[config.mk]
export PLATFORM = sky130hd
export DESIGN_NAME = unsat_select_ctrl
export DESIGN_NICKNAME = d
export VERILOG_FILES = /design/src/rtl/unsat_sel_pkg.sv /design/src/rtl/unsat_sel_lfsr.sv /design/src/rtl/unsat_select_ctrl.sv
export SDC_FILE = /design/constraint.sdc
export NUM_CORES = 1
export LEC_CHECK = 0
export ABC_AREA = 1
export BUFFER_PORTS_ARGS = -buffer_cell sky130_fd_sc_hd__buf_2
export CAP_MARGIN = 20
export CORE_MARGIN = 3
export CORE_UTILIZATION = 40
export CTS_CLUSTER_DIAMETER = 100
export DETAILED_ROUTE_END_ITERATION = 6
export GPL_TIMING_DRIVEN = 0
export HOLD_SLACK_MARGIN = 0.02
export PLACE_DENSITY = 0.84
export SYNTH_ARGS = -nofsm -noshare
export SYNTH_HDL_FRONTEND = slang
export SYNTH_SLANG_ARGS = --single-unit
[constraint.sdc]
create_clock -name clk -period 1.4 [get_ports clk]
set_clock_uncertainty 0.15 [all_clocks]
set_input_delay 0.35 -clock clk [delete_from_list [all_inputs] [get_ports clk]]
set_output_delay 0.35 -clock clk [all_outputs]
set_load 0.005 [all_outputs]
[src/rtl/unsat_sel_pkg.sv]
// Shared encodings for the unsat-clause selector sequencer: datapath stage codes,
// sequencer states and the optional LFSR constants.
package unsat_sel_pkg;

  localparam logic [1:0] STG_LATCH = 2'b00;
  localparam logic [1:0] STG_MUL   = 2'b01;
  localparam logic [1:0] STG_MOD   = 2'b10;
  localparam logic [1:0] STG_IDLE  = 2'b11;

  typedef enum logic [2:0] {
    LOAD, IDLE, LATCH, MUL, MOD, CAPT, RESP
  } state_t;

  // Galois form of x^32 + x^22 + x^2 + x + 1
  localparam logic [31:0] LFSR_SEED = 32'hACE1_2468;
  localparam logic [31:0] LFSR_TAPS = 32'h8020_0003;

endpackage

[src/rtl/unsat_sel_lfsr.sv]
// 32-bit Galois LFSR free-running random source; used only when UNSAT_SEL_LFSR_EN is defined.
module unsat_sel_lfsr
  import unsat_sel_pkg::*;
(
  input  logic        clk,
  input  logic        reset,
  output logic [31:0] o_lfsr
);

  always_ff @(posedge clk) begin
    if (reset) o_lfsr <= LFSR_SEED;
    else       o_lfsr <= (o_lfsr >> 1) ^ (o_lfsr[0] ? LFSR_TAPS : 32'h0);
  end

endmodule

[src/rtl/unsat_select_ctrl.sv]
// Sequencer for the unsat-clause index selector: loads the 1/(i+1) table, then walks the
// datapath LATCH->MUL->MOD per request. Optional internal LFSR via UNSAT_SEL_LFSR_EN.
module unsat_select_ctrl
  import unsat_sel_pkg::*;
#(
  parameter  int BUFFER_DEPTH  = 2048,
  parameter  int M_TABLE_WIDTH = 32,
  parameter  int RANDOM_WIDTH  = 32,
  localparam int AW            = $clog2(BUFFER_DEPTH)
) (
  input  logic                     clk,
  input  logic                     reset,
  input  logic                     ld_valid_i,
  input  logic [AW-1:0]            ld_addr_i,
  input  logic [M_TABLE_WIDTH-1:0] ld_data_i,
  input  logic                     ld_last_i,
  output logic                     ld_ready_o,
  input  logic                     req_valid_i,
  input  logic [AW-1:0]            req_count_i,
  output logic                     req_ready_o,
  output logic                     rsp_valid_o,
  input  logic                     rsp_ready_i,
  output logic [AW-1:0]            rsp_index_o,
  output logic                     rsp_empty_o,
`ifndef UNSAT_SEL_LFSR_EN
  input  logic [RANDOM_WIDTH-1:0]  random_i,
`endif
  output logic                     dp_setup_o,
  output logic                     dp_we_o,
  output logic [AW-1:0]            dp_wr_addr_o,
  output logic [M_TABLE_WIDTH-1:0] dp_m_data_o,
  output logic [1:0]               dp_stage_o,
  output logic [AW-1:0]            dp_count_o,
  output logic [RANDOM_WIDTH-1:0]  dp_random_o,
  input  logic [AW-1:0]            dp_selected_i
);

  state_t                  r_state;
  logic [RANDOM_WIDTH-1:0] w_rand;

`ifdef UNSAT_SEL_LFSR_EN
  logic [31:0] w_lfsr;
  unsat_sel_lfsr u_lfsr (.clk(clk), .reset(reset), .o_lfsr(w_lfsr));
  assign w_rand = RANDOM_WIDTH'(w_lfsr);
`else
  assign w_rand = random_i;
`endif

  always_ff @(posedge clk) begin
    if (reset) begin
      r_state      <= LOAD;
      ld_ready_o   <= 1'b1;
      req_ready_o  <= 1'b0;
      rsp_valid_o  <= 1'b0;
      rsp_index_o  <= '0;
      rsp_empty_o  <= 1'b0;
      dp_setup_o   <= 1'b1;
      dp_we_o      <= 1'b0;
      dp_wr_addr_o <= '0;
      dp_m_data_o  <= '0;
      dp_stage_o   <= STG_IDLE;
      dp_count_o   <= '0;
      dp_random_o  <= '0;
    end else begin
      dp_we_o <= 1'b0;
      case (r_state)
        LOAD: begin
          if (ld_valid_i && ld_ready_o) begin
            dp_we_o      <= 1'b1;
            dp_wr_addr_o <= ld_addr_i;
            dp_m_data_o  <= ld_data_i;
            if (ld_last_i) begin
              r_state     <= IDLE;
              ld_ready_o  <= 1'b0;
              req_ready_o <= 1'b1;
            end
          end
        end
        IDLE: begin
          // setup stays high one extra cycle so the final table write lands
          dp_setup_o <= 1'b0;
          if (req_valid_i && req_ready_o) begin
            req_ready_o <= 1'b0;
            dp_count_o  <= req_count_i;
            dp_random_o <= w_rand;
            if (req_count_i == '0) begin
              rsp_valid_o <= 1'b1;
              rsp_empty_o <= 1'b1;
              rsp_index_o <= '0;
              r_state     <= RESP;
            end else begin
              rsp_empty_o <= 1'b0;
              dp_stage_o  <= STG_LATCH;
              r_state     <= LATCH;
            end
          end
        end
        LATCH: begin
          dp_stage_o <= STG_MUL;
          r_state    <= MUL;
        end
        MUL: begin
          dp_stage_o <= STG_MOD;
          r_state    <= MOD;
        end
        MOD: begin
          dp_stage_o  <= STG_IDLE;
          rsp_index_o <= dp_selected_i;
          r_state     <= CAPT;
        end
        CAPT: begin
          rsp_valid_o <= 1'b1;
          r_state     <= RESP;
        end
        RESP: begin
          if (rsp_ready_i) begin
            rsp_valid_o <= 1'b0;
            req_ready_o <= 1'b1;
            r_state     <= IDLE;
          end
        end
        default: r_state <= LOAD;
      endcase
    end
  end

endmodule
==> flow_results.org, run 1 <==
** Timing
- After layout, the worst path uses 109.5% of the clock period.
- At the pin with the least slew margin, the transition time is between 0.7 and 0.8 ns.
- Maximum frequency from static timing analysis :: between 0.6 and 0.7 GHz
- Final max-slew violation count :: 0
- Final Hold Vio Count :: 0
- For the finished layout, the period the worst path requires is ~1.5 ns.
- Headroom to the max-slew limit came out at 47.11%.
- On the final layout, the worst hold slack is roughly 0.042 ns.
- Setup repair after global routing could not meet its margin everywhere.
- Setup violation total in the final timing report :: 98
- Worst Slack Setup Final :: -0.1335 ns

** Placed design
- Half-perimeter wire length after placement :: 8649 um
- Buffers placed on the I/O ports in this run total just over 200.
- Area after detailed placement :: around 5200 sq um
- Placement Setup Slack :: -0.3201 ns
- The congestion estimate from routability-driven global placement came to ~0.82.

** Worst setup path
- Data arrival time of the critical path :: 1.68 ns
- The worst setup path is of the reg -> reg kind.
- Critical Path End Type :: flip-flop
- Worst Setup Start Kind :: flip-flop
- At the worst endpoint, the required time is about 1.6 ns.
- Along the worst path, the maximum fanout reaches 8.

** Floorplanning
- In this run the vertical extent of the chip is between 100 and 150 um.
- For this configuration, the core starts out at a cell density of between 40% and 50%.
- Row generation in the floorplan step produced 35 rows.
- In this run the horizontal extent of the chip is 106.0 um.
- Die ar. :: approximately 11000 sq um
- Core area :: 9459 sq um
- Pin placement for this block handled 208 I/O pins.

** CTS
- After clock tree synthesis, the clock-pin slew on the worst setup and hold paths is roughly 0.11 ns.
- At the later pin of the worst-skew pair, clock insertion delay measures ~0.35 ns.
- The tree built by TritonCTS fans out to 108 sinks.
- The H-tree was split into 3 levels.
- CTS tree :: done
- Counting along the longest clock path gives a buffer depth of 2.
- The tree is rooted in a sky130_fd_sc_hd__clkbuf_8.
- In this run, CTS created clock tree buffers numbering 9.
- The number of hold buffers added after CTS was 0.

** Global route
- The number of global-route vias before repair was 3864.
- Antenna violations before repair :: 0
- All-layer global routing usage :: between 20% and 30%
- In the global route stage, met1 resource usage came out at 25.13%.
- After global routing the overflow that remains totals 0.
- Global routing used about 35% of the available met2 tracks.
- Entering global routing, the biggest net connects 19 pins.
- The first global-routing pass estimated 18730 um of wire.
- Met3 track demand over resource in global routing :: between 4 and 5%
- In this run the most used layer during global routing was met2.

** Synthesis
- Avg Synthesized Cell Area :: ~8 sq um
- Dominant register cell in the synthesized netlist :: sky130_fd_sc_hd__dfxtp_1
- For this run, asynchronously set or reset flops after synthesis account for 0%.
- Post-Syn Area :: between 3000 and 4000 sq um
- After technology mapping, the gate count stands at 510.
- Sequential cells were found to cover approximately 54% of the synthesized design area.
- Most numerous cell types in the synthesized netlist :: sky130_fd_sc_hd__dfxtp_1, sky130_fd_sc_hd__nor2_1, sky130_fd_sc_hd__nand2_1
- Ys Warns :: 0
- Yosys top cell area share :: about 54%
- The netlist uses 23 different library cells.
- Syn nets :: about 610
- Number of enable flip-flop cells after synthesis :: 0
- Synthesis inferred 108 register bits.
- The largest total area in the synthesized netlist belongs to sky130_fd_sc_hd__dfxtp_1.
- Most common cell in the synthesized netlist :: sky130_fd_sc_hd__dfxtp_1
- Largest cells by area after synthesis :: sky130_fd_sc_hd__dfxtp_1, sky130_fd_sc_hd__nor2_1, sky130_fd_sc_hd__nand2_1

** Final layout
- Final Instance Area :: about 6500 sq um
- The area growth from synthesis to layout is 63.62%.
- The post-route netlist has 59.71% of its cells at a drive strength greater than 1.
- Sequential standard cell area :: between 2000 and 2500 sq um
- # nets final :: 860
- Diode count :: 0
- In the final layout, the multi-input gates occupy around 2200 sq um.
- # fillers :: 751

** Outcome
- The final reports fail on setup timing.
- Run status :: finished, violations left

** Route
- The detailed router placed approximately 4400 vias in this run.
- After detailed routing, the number of vias per cell comes to 4.966.
- Final routed DRC violation total :: 0
- For this run, the detailed router's first-pass iteration total came to 4.
- Post-route ant nets :: 0
- After detailed routing, the total wire length is 13780 um.
- Initial DRC Count :: ~270
- Dividing the detail-routed wire length by the instance count gives 15.47 um.

** Power and ir drop
- For this design the static power due to leakage is ~3.1 nW.
- VDD sags by at most ~1 mV.
- Power spread over the standard cell area amounts to 1468 nW/um^2.

** Hold path
- The min-delay analysis places its worst path in the category in -> reg.

** Job
- Across the run, the number of max-cap violations was 0.
final timing paths:
check	start	to	slack (ns)	depth (start not counted)
worst min register to register	dp_m_data_o[8]$_SDFFE_PP0P_	dp_m_data_o[8]$_SDFFE_PP0P_	0.32	2
worst max-delay path	r_state[0]$_SDFFE_PP0P_	dp_random_o[13]$_SDFFE_PP0P_	-0.13	8
worst min-delay path	random_i[17]	dp_random_o[17]$_SDFFE_PP0P_	0.04	3
worst max register to register	r_state[0]$_SDFFE_PP0P_	dp_random_o[13]$_SDFFE_PP0P_	-0.13	8
cell usage in the layout (no fill, tap or decap), types with 3 or more instances in the layout:
cell / instances
sky130_fd_sc_hd__o21ai_0: 6
sky130_fd_sc_hd__o21ai_1: 17
sky130_fd_sc_hd__o21ai_2: 22
sky130_fd_sc_hd__clkbuf_4: 4
sky130_fd_sc_hd__clkbuf_16: 6
sky130_fd_sc_hd__nand2_2: 23
sky130_fd_sc_hd__nand2_4: 29
sky130_fd_sc_hd__clkbuf_8: 10
sky130_fd_sc_hd__buf_6: 10
sky130_fd_sc_hd__buf_2: 207
sky130_fd_sc_hd__a21oi_2: 37
sky130_fd_sc_hd__a21oi_1: 26
sky130_fd_sc_hd__dfxtp_1: 69
sky130_fd_sc_hd__inv_1: 4
sky130_fd_sc_hd__nand3_2: 9
sky130_fd_sc_hd__nand2_1: 44
sky130_fd_sc_hd__nand3_1: 39
sky130_fd_sc_hd__dfxtp_4: 3
sky130_fd_sc_hd__nor2_1: 90
sky130_fd_sc_hd__dfxtp_2: 36
sky130_fd_sc_hd__clkbuf_1: 9
sky130_fd_sc_hd__buf_8: 12
sky130_fd_sc_hd__buf_4: 18
sky130_fd_sc_hd__inv_6: 4
sky130_fd_sc_hd__nor2_4: 6
cells by family after synthesis:
family / Yosys count / share of synthesized area, %
flip-flops: 108 / 54.10
AO/OA/AOI/OAI: 109 / 13.74
AND/OR/NAND/NOR: 248 / 25.89
buffers and inverters: 45 / 6.261
state kept, by name, indices dropped and copies added (netlist names):
register and flops:
dp_wr_addr_o 11, req_ready_o 1, dp_count_o 11, r_state 3, dp_setup_o 1, dp_we_o 1
ld_ready_o 1, dp_m_data_o 32, rsp_valid_o 1, dp_random_o 32, rsp_empty_o 1, rsp_index_o 11
dp_stage_o 2
area by class of cell:
type	instances	area share, %
repair inverters	1	0.1339
clock inverters	6	0.6889
multi-input cells	358	33.64
flip-flops and latches	108	33.93
repair buffers	234	21.16
well taps	129	2.468
clock buffers	10	2.105
inverters	10	0.9185
plain buffers	35	4.956
critical path: stages (launching register included):
cell                        delay (ns)
sky130_fd_sc_hd__dfxtp_4          0.41
sky130_fd_sc_hd__inv_4            0.05
sky130_fd_sc_hd__nor2_4           0.09
sky130_fd_sc_hd__nand2_2          0.08
sky130_fd_sc_hd__nor2_4           0.17
sky130_fd_sc_hd__buf_12           0.18
sky130_fd_sc_hd__clkbuf_16        0.15
sky130_fd_sc_hd__o21ai_2          0.05
sky130_fd_sc_hd__nor2_1           0.14
metrics by stage:
step	setup TNS (ns)	total power, mW	utilization (%)	instances
floorplan	0	5.110	-	510
global placement	-14.97	5.954	54.87	845
detailed placement	-16.99	5.991	54.87	845
CTS	-1.522	8.044	58.68	873
global route	-12.74	10.13	69.13	891
finish	-6.472	9.599	69.13	891
report_power, final:
| group | internal, mW | switching (mW) |
|---|---|---|
| logic | 1.91 | 2.03 |
| registers | 3.53 | 0.335 |
| clock network | 0.715 | 1.08 |
routing by layer:
| metal | share of wire (%) | routed length (um) |
|---|---|---|
| met5 | 0 | 0 |
| met3 | 4.7 | 651 |
| met2 | 54 | 7383 |
| met4 | 1.4 | 195 |
| met1 | 40 | 5553 |
what timing repair did:
item,4_1_cts,5_1_grt
endpoints found under the setup margin,101,109
pin swaps,5,44
gates resized for setup,37,240
cloned,3,10
setup buffers,9,8
hold endpoints to repair,0,0
Note: power is estimated with default switching activity, not from simulation.
==> run 2: changes to the inputs <==
- PLACE_DENSITY: 0.84 -> 0.77
==> run 2 against run 1 <==
Net effect: the run still ends with setup timing left; power down 3.5%; clock power increased by 11%; combinational power shrank 12%; sequential power about the same; non-clock buffer count fell by 6; sequential share of layout area is 0.94 points higher; core utilization fell by 1.9 points; clock-buffer cell count is the same; largest cell class unchanged.
==> flow_results.org, run 2 (synthesized netlist as in run 1, its figures left out) <==
** CTS
- CTS placed an instance of sky130_fd_sc_hd__clkbuf_8 at the clock tree root.
- Counting along the longest clock path gives a buffer depth of 2.
- Counting every sink on the clock net gives around 110.
- Cts bufs inserted :: 9
- Clock latency on the worst-skew pair :: about 0.35 ns
- Clock transition at the register clock pins on the worst setup and hold paths after CTS :: approximately 0.1 ns
- TritonCTS built the clock tree.
- After clock tree synthesis, the flow added hold-fix buffers numbering 0.
- CTS H-tree depth :: 3

** Worst setup path
- The worst register-to-register path begins at r_state[1]$_SDFFE_PP0P_.
- STA classifies the critical path endpoint as a flip-flop.
- In this run the critical register-to-register path is captured at r_state[2]$_SDFFE_PP0P_.
- Data arrives at the worst endpoint at around 1.7 ns.
- Worst R2R Setup Slack :: -0.12 ns
- Of all nets on the critical path, the largest fanout is 4.
- For the worst flop-to-flop path, the logic depth is 7.
- STA classifies the critical path startpoint as a flip-flop.
- For the worst setup path, the data required time is approximately 1.5 ns.
- Worst setup path class :: reg -> reg

** Timing
- The hold violation count in the final report came to 0.
- Setup repair after global routing could not meet its margin everywhere.
- Measured against its own limit, the worst slew margin works out to 55.65%.
- Minimum clock period :: between 1.5 and 2 ns
- Setup violation total in the final timing report :: 91
- The worst path uses 108.4% of the clock period.
- Across all setup checks in the final design, the least slack found is -0.1178 ns.
- Slew at the pin closest to its max-slew limit :: roughly 0.67 ns
- The total count of max-transition violations in the final report was 0.
- Maximum frequency from static timing analysis :: roughly 0.66 GHz
- Final hold slack :: between 0.04 and 0.05 ns

** Global route
- Antenna violations before repair :: 1
- Most heavily used metal layer in global routing :: met2
- For this run the aggregate overflow at the end of global routing stands at 0.
- For met1 alone, demand over resource in global routing was between 20% and 30%.
- Wire length of the first global-routing pass :: about 19000 um
- The number of global-route vias before repair was 4064.
- Met3 track demand over resource in global routing :: 2.914%
- All-layer global routing usage :: about a fifth
- Largest net degree at the start of global routing :: 19
- For met2 alone, demand over resource in global routing was 36.84%.

** Hold path
- The worst hold path begins at random_i[23].
- Hold Path Sink :: dp_random_o[23]$_SDFFE_PP0P_
- Hold crit path type :: in -> reg
- Hold path depth :: 3

** Final layout
- The post-route netlist has a little over half of its cells at a drive strength greater than 1.
- Most common library cell in the layout ignoring fill and taps :: sky130_fd_sc_hd__buf_2
- In the final layout, the registers with the most flip-flops are dp_m_data_o: 32 flops, dp_random_o: 32 flops.
- The final layout contains ~850 nets.
- Core Util, Final :: 67.18%
- Most used cells in the layout excluding fill and tap cells :: sky130_fd_sc_hd__buf_2, sky130_fd_sc_hd__nor2_1, sky130_fd_sc_hd__dfxtp_1
- The filler cells instantiated in the layout total ~800.
- The area growth from synthesis to layout is 59.02%.

** Power and ir drop
- Dividing total power by cell area gives a power density of 1458 nW/um^2.
- For this design the static power due to leakage is 3.051 nW.
- Summing internal, switching and leakage power gives roughly 9 mW.
- The worst-case IR drop observed on VDD is 0.9108 mV.

** Route
- Pre-Repair DR Iteration Count :: 4
- In the routed layout, each cell is associated on average with a via count of between 4 and 5.
- The count of nets left with antenna violations once routing finished came out at 0.
- Wire length after detailed routing :: ~13000 um
- The first routing iteration left between 200 and 300 violations.
- Wire length per cell after detailed routing :: about 15 um
- Count of vias placed by the detailed router :: around 4400
- After detailed routing, the number of remaining DRC violations is 0.

** Floorplanning
- Total I/O pin count :: approximately 210
- Initial core utilization :: between 40% and 50%
- Die boundary height :: roughly 110 um
- The die covers between 10000 and 15000 sq um.
- Site Rows :: 35
- Core area :: about 9500 sq um
- The die is 106.0 um wide.

** Placed design
- IO buf count :: around 210
- Detailed placement ended at an HPWL of 8926 um.
- Final RePlAce weighted congestion :: 0.8186

** Outcome
- Violated checks :: setup timing
- The flow ran to the end, but the final reports show violations.

** Job
- Across the run, the number of max-cap violations was 0.
-- run 2: per-stage QoR --
| stage | TNS (ns) | cells | setup WS [ns] | area, sq um |
|---|---|---|---|---|
| 5_1_grt | -11.48 | 886 | -0.1728 | 6355 |
| 3_5_place_dp | -15.09 | 845 | -0.2819 | 5190 |
| 2_1_floorplan | 0 | 510 | 0.03983 | 3998 |
| 6_report | -4.423 | 886 | -0.1178 | 6355 |
| 4_1_cts | -0.8698 | 877 | -0.06480 | 5632 |
| 3_3_place_gp | -13.00 | 845 | -0.2700 | 5190 |
-- run 2: worst max-delay path: stages (launching register included) --
cell and delay [ns]:
sky130_fd_sc_hd__dfxtp_4 0.39, sky130_fd_sc_hd__buf_6 0.13, sky130_fd_sc_hd__buf_6 0.11, sky130_fd_sc_hd__nand4_1 0.14, sky130_fd_sc_hd__nand2_2 0.10, sky130_fd_sc_hd__a21oi_4 0.17
sky130_fd_sc_hd__nand2_1 0.11, sky130_fd_sc_hd__a21oi_2 0.15
-- run 2: cell type report --
class | instances | area [sq um] | share of cell area, %
Buffer | 35 | 312.8 | 4.922
Inverter | 10 | 57.56 | 0.9057
Clock buffer | 10 | 137.6 | 2.166
Clock inverter | 6 | 68.82 | 1.083
Multi-Input combinational cell | 358 | 2063 | 32.47
Tap cell | 129 | 161.4 | 2.540
Antenna cell | 1 | 2.502 | 0.03938
Timing Repair Buffer | 228 | 1329 | 20.91
Sequential cell | 108 | 2216 | 34.87
Timing Repair inverter | 1 | 6.256 | 0.09844
-- run 2: how the worst max path moves through the flow --
stage	cells past startpoint	startpoint	end
2_1_floorplan	9	req_count_i[7]	rsp_index_o[9]$_SDFFE_PP0P_
3_3_place_gp	6	reset	dp_count_o[7]$_SDFFE_PP0P_
3_5_place_dp	6	reset	dp_count_o[8]$_SDFFE_PP0P_
4_1_cts	8	r_state[0]$_SDFFE_PP0P_	dp_random_o[28]$_SDFFE_PP0P_
5_1_grt	7	r_state[1]$_SDFFE_PP0P_	r_state[1]$_SDFFE_PP0P_
6_report	7	r_state[1]$_SDFFE_PP0P_	r_state[2]$_SDFFE_PP0P_
-- run 2: routing by layer --
layer	share of wire [%]	routed length (um)
met1	40	5384
met2	53	7086
met3	4.3	580
met4	2.8	375
met5	0	0
-- run 2: where the power goes --
part	internal [mW]	total, mW	leakage [nW]	switching, mW
clock	0.894	1.99	0.104	1.09
combinational	1.64	3.45	2.05	1.81
sequential	3.52	3.83	0.896	0.309
-- run 2: repair_timing --
item	CTS	global route
buffers inserted	12	3
pin swaps	8	27
gates cloned	4	6
setup endpoints to repair	101	107
resized for setup	48	181
==> run 3: changes to the inputs <==
- TNS_END_PERCENT: default -> 20
==> run 3 against run 2 <==
Net effect: the flow still finishes with violations (setup timing); global-route usage down 0.77 points; sequential cell count unchanged; core utilization down 6.8 points; largest power group unchanged.
==> flow_results.org, run 3 (synthesized netlist as in run 1, its figures left out) <==
** Timing
- Measured against its own limit, the worst slew margin works out to ~62%.
- Setup violations remaining at the end of the flow were counted as 90.
- Across all hold checks on the routed design, the worst slack comes to 0.04906 ns.
- For this run, the top clock speed supported by timing is 0.6775 GHz.
- Final max-slew violation count :: 0
- For the pin with the worst max-slew slack, the measured transition is roughly 0.57 ns.
- In the post-route analysis, the smallest setup slack over all paths is -0.07598 ns.
- In the finished design, the share of the clock period the worst path needs comes to 105.4%.
- For the finished layout, the period the worst path requires is around 1.5 ns.
- The hold violation count in the final report came to 0.
- Unrepaired setup endpoints after global routing :: true

** CTS
- Cts bufs inserted :: 9
- Clock transition at the register clock pins on the worst setup and hold paths after CTS :: 0.11 ns
- Clock root cell :: sky130_fd_sc_hd__clkbuf_8
- In this run the deepest clock path goes through 2 buffers.
- Counting every sink on the clock net gives approximately 110.
- The H-tree was split into 3 levels.
- For the worst-skew pair, the clock arrives at the later sink with an insertion delay of around 0.36 ns.
- CTS tree :: done

** Worst setup path
- On the critical path, the stage with the largest delay is an instance of sky130_fd_sc_hd__dfxtp_4.
- On the critical path the largest part of the delay comes from simple AND/OR/NAND/NOR gates.
- The number of buffers and inverters on the critical path is 3.
- The worst setup path is launched from a flip-flop.
- Along the worst path, the maximum fanout reaches 8.
- Data arrival time of the critical path :: roughly 1.6 ns
- The worst setup path is captured at a flip-flop.
- On the worst path, the slowest cell contributes a delay of 0.40 ns.
- Most used cell, CP :: sky130_fd_sc_hd__nor2_4
- Data required, critical path :: ~1.5 ns
- Worst setup path class :: reg -> reg
- CP cell instances :: inv_4, nor2_4, nand2_2, nor2_4, buf_12, buf_8, o21ai_4, nor2_1

** Global route
- Number of global-route vias before repair :: 3962
- Wire length of the first global-routing pass :: 18600 um
- Antenna violations before repair :: 1
- Entering global routing, the biggest net connects 19 pins.
- All-layer global routing usage :: roughly a fifth
- Grt ovf :: 0

** Floorplanning
- 208 I/O pins were placed.
- Initial core utilization :: between 40% and 50%
- The floorplan step set the die width to roughly 110 um.
- The die covers between 10000 and 15000 sq um.
- Measured along the y axis, the die boundary spans 106.0 um.
- The core region is 9459 sq um.
- Site Rows :: 35

** Route
- For this block, the routed nets add up to around 12000 um of wire.
- Final routed DRC violation total :: 0
- Wire length per cell after detailed routing :: 13.76 um
- Summing over every cut layer, the via total after detailed routing is between 4000 and 5000.
- Number of vias per cell after detailed routing :: just under 5
- Initial DRC Count :: ~260
- Post-route ant nets :: 0
- Pre-Repair DR Iteration Count :: 4

** Outcome
- The run finished, with violations left.
- Violated checks :: setup timing

** Hold path
- The min-delay analysis places its worst path in the category in -> reg.

** Power and ir drop
- Of the total power, registers draw 45.0%.
- For this design the static power due to leakage is 2.842 nW.
- Net switching power :: approximately 2.7 mW
- Fraction of power spent switching nets :: between 30% and 40%
- The share of total power dissipated in combinational logic is between 30% and 40%.
- For this design the ratio of total power to cell area is between 1000 and 1500 nW/um^2.
- Int Pwr :: 5.553 mW
- The clock network burns 24.0% of the power.
- Max IR drop VDD :: approximately 0.7 mV

** Final layout
- The area growth from synthesis to layout is 42.86%.
- Layout cell share with drive strength beyond 1 :: ~40%
- Measured on the finished design, the core utilization comes to about 60%.
- The largest registers in the layout are dp_m_data_o: 32 flops, dp_random_o: 32 flops.
- The net count of the finished layout is 846.
- The library cell used most frequently in the layout, excluding fill and tap cells, is sky130_fd_sc_hd__buf_2.
- In the layout the commonest cells are sky130_fd_sc_hd__buf_2, sky130_fd_sc_hd__dfxtp_1, sky130_fd_sc_hd__nor2_1.

** Placed design
- Buffers placed on the I/O ports in this run total 206.
- Half-perimeter wire length after placement :: 8926 um
- At the end of routability-driven placement, the weighted congestion stood at about 0.82.

** Job
- Max-cap violation count :: 0
[run 3: cell types whose count changed in the layout (fill, tap and decap cells not counted), moves of 9 or more]
| cell | before | now |
|---|---|---|
| sky130_fd_sc_hd__nand2_4 | 30 | 1 |
| sky130_fd_sc_hd__o21ai_2 | 13 | 1 |
| sky130_fd_sc_hd__nand2_1 | 53 | 88 |
| sky130_fd_sc_hd__a21oi_2 | 32 | 1 |
| sky130_fd_sc_hd__buf_6 | 14 | 5 |
| sky130_fd_sc_hd__dfxtp_2 | 34 | 5 |
| sky130_fd_sc_hd__dfxtp_1 | 71 | 100 |
| sky130_fd_sc_hd__a21oi_1 | 31 | 62 |
[run 3: through the flow]
step	power, mW	std cells	worst slack (ns)	cell area [sq um]	setup TNS [ns]
2_1_floorplan	5.110	510	0.03983	3998	0
3_3_place_gp	5.925	845	-0.2700	5190	-13.00
3_5_place_dp	5.989	845	-0.2819	5190	-15.09
4_1_cts	8.107	866	-0.06723	5499	-2.740
5_1_grt	8.788	878	-0.1703	5709	-12.50
6_report	8.288	878	-0.07598	5709	-3.598
[run 3: timing repair]
action / in CTS / in global routing
endpoints found under the setup margin: 101 / 108
hold buffers: 0 / 0
cloned: 0 / 5
setup buffers: 5 / 6
gates resized for setup: 24 / 29
endpoints found under the hold margin: 0 / 0
pin swaps: 3 / 9
[run 3: power groups by stage]
stage	logic, mW	registers [mW]	clock network, mW
6_report	2.57	3.73	1.99
5_1_grt	2.86	3.78	2.15
4_1_cts	2.38	3.71	2.02
3_5_place_dp	2.23	3.76	0
3_3_place_gp	2.17	3.75	0
2_1_floorplan	1.31	3.80	0
[run 3: layer usage]
metal  vias to the layer above  track usage, %  share of wire (%)
met5                         -               0                  0
met4                         0           10.18                3.5
met3                        30           3.036                5.2
met2                       151           35.29                 50
met1                      1961           24.44                 41
li1                       2137               -                  -
[run 3: path summary, 6_finish.rpt]
kind / depth (start not counted) / to / start / slack (ns)
worst max-delay path: 8 / dp_random_o[28]$_SDFFE_PP0P_ / r_state[0]$_SDFFE_PP0P_ / -0.08
worst min-delay path: 3 / dp_random_o[13]$_SDFFE_PP0P_ / random_i[13] / 0.05
worst max register to register: 8 / dp_random_o[28]$_SDFFE_PP0P_ / r_state[0]$_SDFFE_PP0P_ / -0.08
worst min register to register: 2 / dp_setup_o$_SDFFE_PP1P_ / dp_setup_o$_SDFFE_PP1P_ / 0.31
[run 3: final cells by class]
type,instances,area [sq um]
clock buffer,10,137.6
inverter,10,45.04
tap,129,161.4
multi-input combinational,357,1642
timing repair buffer,222,1212
buffer,35,260.3
sequential,108,2180
clock inverter,6,68.82
fill,878,3750
antenna,1,2.502
[run 3: worst min-delay path, stage by stage]
cell	delay, ns
sky130_fd_sc_hd__buf_2	0.08
sky130_fd_sc_hd__nor2_1	0.03
sky130_fd_sc_hd__nor2_1	0.08
